===== src/rtl/cache_mem_arbiter.sv =====
// Two-cache to single-pmem arbiter: grants one 256-bit line request at a time and runs it as a 4-beat burst.
// Optional: define ARB_ROUND_ROBIN_EN to alternate between the caches when both request together.
module cache_mem_arbiter #(
   parameter int ADDR_WIDTH = 32,
   parameter int LINE_WIDTH = 256,
   parameter int BEAT_WIDTH = 64
) (
   input  logic                  clk,
   input  logic                  rst,
   input  logic                  icache_mem_read,
   input  logic [ADDR_WIDTH-1:0] icache_mem_address,
   output logic [LINE_WIDTH-1:0] icache_mem_rdata,
   output logic                  icache_mem_resp,
   input  logic                  dcache_mem_read,
   input  logic                  dcache_mem_write,
   input  logic [ADDR_WIDTH-1:0] dcache_mem_address,
   input  logic [LINE_WIDTH-1:0] dcache_mem_wdata,
   output logic [LINE_WIDTH-1:0] dcache_mem_rdata,
   output logic                  dcache_mem_resp,
   output logic                  pmem_read,
   output logic                  pmem_write,
   output logic [ADDR_WIDTH-1:0] pmem_address,
   output logic [BEAT_WIDTH-1:0] pmem_wdata,
   input  logic [BEAT_WIDTH-1:0] pmem_rdata,
   input  logic                  pmem_resp
);
   localparam int BEATS = LINE_WIDTH / BEAT_WIDTH;
   localparam int CNT_W = (BEATS > 1) ? $clog2(BEATS) : 1;
   localparam logic [CNT_W-1:0] LAST_BEAT = CNT_W'(BEATS - 1);
   localparam logic [ADDR_WIDTH-1:0] OFF_MASK = ADDR_WIDTH'((LINE_WIDTH / 8) - 1);

   typedef enum logic [2:0] {IDLE, I_READ, D_READ, D_WRITE, DONE} state_e;

   function automatic logic [ADDR_WIDTH-1:0] line_align(input logic [ADDR_WIDTH-1:0] a);
      return a & ~OFF_MASK;
   endfunction

   state_e                state_q, state_d;
   logic [CNT_W-1:0]      cnt_q, cnt_d;
   logic [LINE_WIDTH-1:0] line_q, line_d;
   logic [LINE_WIDTH-1:0] wbuf_q, wbuf_d;
   logic [ADDR_WIDTH-1:0] addr_q, addr_d;
   logic [LINE_WIDTH-1:0] irdata_q, irdata_d;
   logic [LINE_WIDTH-1:0] drdata_q, drdata_d;
   logic                  iresp_q, iresp_d;
   logic                  dresp_q, dresp_d;
   logic                  pread_q, pread_d;
   logic                  pwrite_q, pwrite_d;
   logic [BEAT_WIDTH-1:0] pwdata_q, pwdata_d;
   logic                  grant_i;
`ifdef ARB_ROUND_ROBIN_EN
   logic                  last_d_q, last_d_d;
`endif

   // I-cache wins only when the D side is quiet, or (round-robin) when D was served last.
   always_comb begin
`ifdef ARB_ROUND_ROBIN_EN
      grant_i = icache_mem_read && (!(dcache_mem_read || dcache_mem_write) || last_d_q);
`else
      grant_i = icache_mem_read && !(dcache_mem_read || dcache_mem_write);
`endif
   end

   always_comb begin
      state_d  = state_q;
      cnt_d    = cnt_q;
      line_d   = line_q;
      wbuf_d   = wbuf_q;
      addr_d   = addr_q;
      irdata_d = irdata_q;
      drdata_d = drdata_q;
      iresp_d  = 1'b0;
      dresp_d  = 1'b0;
`ifdef ARB_ROUND_ROBIN_EN
      last_d_d = last_d_q;
`endif
      case (state_q)
         IDLE: begin
            cnt_d = '0;
            if (grant_i) begin
               state_d = I_READ;
               addr_d  = line_align(icache_mem_address);
            end else if (dcache_mem_write) begin
               state_d = D_WRITE;
               addr_d  = line_align(dcache_mem_address);
               wbuf_d  = dcache_mem_wdata;
            end else if (dcache_mem_read) begin
               state_d = D_READ;
               addr_d  = line_align(dcache_mem_address);
            end
         end
         I_READ, D_READ, D_WRITE: begin
            if (pmem_resp) begin
               if (state_q != D_WRITE)
                  line_d[int'(cnt_q) * BEAT_WIDTH +: BEAT_WIDTH] = pmem_rdata;
               cnt_d = cnt_q + CNT_W'(1);
               if (cnt_q == LAST_BEAT) begin
                  state_d = DONE;
                  if (state_q == I_READ) begin
                     irdata_d = line_d;
                     iresp_d  = 1'b1;
                  end else begin
                     if (state_q == D_READ)
                        drdata_d = line_d;
                     dresp_d = 1'b1;
                  end
               end
            end
         end
         DONE: begin
            state_d = IDLE;
`ifdef ARB_ROUND_ROBIN_EN
            last_d_d = dresp_q;
`endif
         end
         default: state_d = IDLE;
      endcase

      // Strobes and write beat are registered so they line up with the state they belong to.
      pread_d  = (state_d == I_READ) || (state_d == D_READ);
      pwrite_d = (state_d == D_WRITE);
      pwdata_d = pwrite_d ? wbuf_d[int'(cnt_d) * BEAT_WIDTH +: BEAT_WIDTH] : '0;
   end

   always_ff @(posedge clk or posedge rst) begin
      if (rst) begin
         state_q  <= IDLE;
         cnt_q    <= '0;
         line_q   <= '0;
         wbuf_q   <= '0;
         addr_q   <= '0;
         irdata_q <= '0;
         drdata_q <= '0;
         iresp_q  <= 1'b0;
         dresp_q  <= 1'b0;
         pread_q  <= 1'b0;
         pwrite_q <= 1'b0;
         pwdata_q <= '0;
`ifdef ARB_ROUND_ROBIN_EN
         last_d_q <= 1'b1;
`endif
      end else begin
         state_q  <= state_d;
         cnt_q    <= cnt_d;
         line_q   <= line_d;
         wbuf_q   <= wbuf_d;
         addr_q   <= addr_d;
         irdata_q <= irdata_d;
         drdata_q <= drdata_d;
         iresp_q  <= iresp_d;
         dresp_q  <= dresp_d;
         pread_q  <= pread_d;
         pwrite_q <= pwrite_d;
         pwdata_q <= pwdata_d;
`ifdef ARB_ROUND_ROBIN_EN
         last_d_q <= last_d_d;
`endif
      end
   end

   assign icache_mem_rdata = irdata_q;
   assign icache_mem_resp  = iresp_q;
   assign dcache_mem_rdata = drdata_q;
   assign dcache_mem_resp  = dresp_q;
   assign pmem_read        = pread_q;
   assign pmem_write       = pwrite_q;
   assign pmem_address     = addr_q;
   assign pmem_wdata       = pwdata_q;

`ifndef SYNTHESIS
   // The D-cache must never ask for a read and a writeback at once.
   dcache_rw_exclusive: assert property (@(posedge clk) disable iff (rst)
      !(dcache_mem_read && dcache_mem_write));
`endif

endmodule


===== config.mk =====
export PLATFORM = sky130hd
export DESIGN_NAME = cache_mem_arbiter
export DESIGN_NICKNAME = d
export VERILOG_FILES = /design/src/rtl/cache_mem_arbiter.sv
export SDC_FILE = /design/constraint.sdc
export NUM_CORES = 2
export LEC_CHECK = 0
export ABC_AREA = 1
export CAP_MARGIN = 20
export CORE_AREA = 2 2 395 397
export CTS_BUF_LIST = sky130_fd_sc_hd__clkbuf_4
export CTS_CLUSTER_SIZE = 28
export DETAILED_ROUTE_END_ITERATION = 6
export DIE_AREA = 0 0 397 399
export DONT_BUFFER_PORTS = 1
export HOLD_SLACK_MARGIN = 0.08
export PLACE_DENSITY_LB_ADDON = 0.12
export SLEW_MARGIN = 5
export SYNTH_ARGS = -nofsm -noshare
export SYNTH_HDL_FRONTEND = slang
export SYNTH_SLANG_ARGS = --single-unit

===== constraint.sdc =====
create_clock -name clk -period 57.8 [get_ports clk]
set_input_delay 5.78 -clock clk [delete_from_list [all_inputs] [get_ports clk]]
set_output_delay 5.78 -clock clk [all_outputs]
set_load 0.05 [all_outputs]

==> impl_metrics.csv <==
group,metric,value,unit
run_status,status,"finished, final reports clean",
worst_setup_path,worstSetupStartpointType,"flip-flop",
clock_tree,clock_latency,1.35,ns
timing,setup_tns,0,ns
clock_tree,cts_made_buffers,343,
timing,fin_crit,7.93,ns
clock_tree,htreeDepth,5,
timing,drv_slew,0,
drt,vias_per_cell,5.05,
global_route,grt_pass1_wl,290000,µm
logic_synthesis,syn_inst,5879,
worst_setup_path,crit_type,"flip-flop to output pin",
finish,fin_util,35.3,%
clock_tree,clock-sinks,1124,
timing,period_share,13.7,%
logic_synthesis,seq_area_frac_synth,57.3,%
logic_synthesis,syn_avg_cell_area,8.34,µm²
logic_synthesis,synth_area,49000,µm²
floorplan,die_area,158000,µm²
global_route,grt_overflow,0,
worst_setup_path,end_kind,"output pin",
clock_tree,cts_hold_buf,0,
finish,fin_area,54300,µm²
drt,drcViolationCount,0,
global_route,antenna_found_initial,50,
hold_path,worst_hold_path_type,"flip-flop to flip-flop",
hold_path,hold_path_startpoint,"line_q[89]$_DFFE_PP0P_",
clock_tree,clk_pin_slew,0.06,ns
logic_synthesis,synth_warnings,0,
worst_setup_path,reg2reg_from,"cnt_q[0]$_DFF_PP0_",
finish,area_delta_synth_final,10.7,%
timing,setup_viol,0,
logic_synthesis,synth_seq_cells,1124,
floorplan,start_util,31.9,%
drt,first_iter_violations,3112,
power_and_ir_drop,ir_drop,0.0392,mV
worst_setup_path,critPathRequiredTime,52.02,ns
clock_tree,postCtsSetupRepairBufs,0,
floorplan,row_count,144,
clock_tree,tritoncts,"yes",
placed_design,dp_hpwl,140000,µm
power_and_ir_drop,leakage,0.0264,µW
finish,nFillCells,16400,
drt,ant_nets,0,
clock_tree,cts_root_buffer,"clkbuf_4",
logic_synthesis,synth_enable_flop_cells,0,
power_and_ir_drop,power_density,73.8,nW/µm²
drt,finalWirelength,206000,µm
timing,finClkSkew,0.150,ns
timing,worst_pin_slew,1.21,ns
placed_design,postPlaceCellArea,50400,µm²
worst_setup_path,critical_path_arrival,2.15,ns
global_route,grt_use_total,25.3,%
timing,relSlewSlack,18.7,%
logic_synthesis,ys_types,28,
drt,post_drt_wl_per_cell,25.4,µm
logic_synthesis,synth_flop_cell,"dfrtp_1",
timing,whs,0.478,ns
clock_tree,cts_resized,0,
global_route,grt_max_degree,196,
floorplan,fp.dieW,397,µm
placed_design,port_buffers,0,
worst_setup_path,critPathLaunch,"dcache_mem_rdata[137]$_DFFE_PP0P_",
floorplan,design.core.area,154000,µm²
timing,rsz0062_at_grt,"false",
floorplan,pin_count,1002,
finish,final_cell_mix,"1927 x nand2_1, 1124 x dfrtp_1, 613 x o21ai_1",
placed_design,place_congestion,0.856,
drt,num_vias,40900,
finish,final_common_cell,"nand2_1",
global_route,grt_pass1_vias,39300,
drt,drt_pass1_iterations,5,
floorplan,dieHeight,399,µm
clock_tree,clock_path_buffers,4,
timing,fmaxAchievable,126,MHz
finish,nets,6242,
run,drv_cap,0,
finish,drive_gt1_share,9.72,%
worst_setup_path,cp_max_fo,2,
timing,final_hold_viol_count,0,
logic_synthesis,async_flop_share,100,%
cell type report:
class	instances	area [µm²]	area share [%]
flip-flops and latches	1124	28100	51.8
multi-input cells	3871	17500	32.2
clock buffers	482	3620	6.67
well taps	2044	2560	4.71
inverters	448	1720	3.16
repair buffers	58	523	0.964
clock inverters	55	214	0.394
diodes	16	40.0	0.0738
metal layers:
layer  track usage [%]  part of all wire (%)  up-vias
li1                  -                     -    19100
met1              30.1                    39    19800
met2              40.9                    48     1598
met3              10.3                    10      342
met4              9.89                   3.2       64
met5                 0                  0.20        -
cell usage after synthesis, types with 2 or more instances:
cell	count	area [µm²]
nor2_2	3	18.8
o21ai_1	613	3070
nand3_1	436	2180
nand4_1	190	1190
o21ai_0	333	1670
nand2_2	2	12.5
inv_2	11	41.3
nand2_1	1930	7240
buf_2	191	956
ha_1	6	75.1
nor2_1	176	661
buf_4	15	113
nand3_2	2	20.0
inv_1	435	1630
o21a_1	57	428
dfrtp_1	1124	28100
and2_1	63	394
a31oi_1	27	169
a21oi_1	24	120
buf_1	27	101
clkbuf_1	207	777
registers in the layout (all words and copies together) (netlist names):
name,flops
pmem_wdata,64
pmem_write,1
wbuf_q,256
line_q,256
cnt_q,2
state_q,3
icache_mem_rdata,256
pmem_read,1
icache_mem_resp,1
pmem_address,27
dcache_mem_rdata,256
dcache_mem_resp,1
kinds of logic (layout without fill, tap and decap cells):
family          Yosys count  count (layout)  share of synthesized area, %
simple gates           2805            2805                          24.0
flops                  1124            1124                          57.3
compound gates         1055            1055                          11.1
buf+inv                 888            1043                          7.40
fa+ha+maj                 6               6                         0.153
other cells               1              21                       0.00765
report_power, final:
group / total (µW) / switching [µW] / internal (µW)
sequential: 1960 / 855 / 1100
clock: 732 / 355 / 377
combinational: 1310 / 962 / 351
total: 4000 / 2170 / 1830
through the flow:
stage,std cells,setup slack [ns],total power [µW]
floorplan,5883,20.37,2760
global placement,7544,48.78,3290
detailed placement,7544,48.79,3310
CTS,8081,49.58,4060
global route,8093,49.68,4270
finish,8098,49.87,4000
final timing paths:
path,to,slack (ns),depth (start not counted)
worst max-delay path,dcache_mem_rdata[137],49.87,0
max in group asynchronous,dcache_mem_rdata[61]$_DFFE_PP0P_,50.99,3
worst min register to register,line_q[89]$_DFFE_PP0P_,0.48,2
worst min-delay path,line_q[89]$_DFFE_PP0P_,0.48,2
worst max register to register,pmem_wdata[56]$_DFF_PP0_,53.42,11
min in group asynchronous,pmem_address[21]$_DFFE_PP0P_,4.51,1
(Power assumes the default switching activity.)
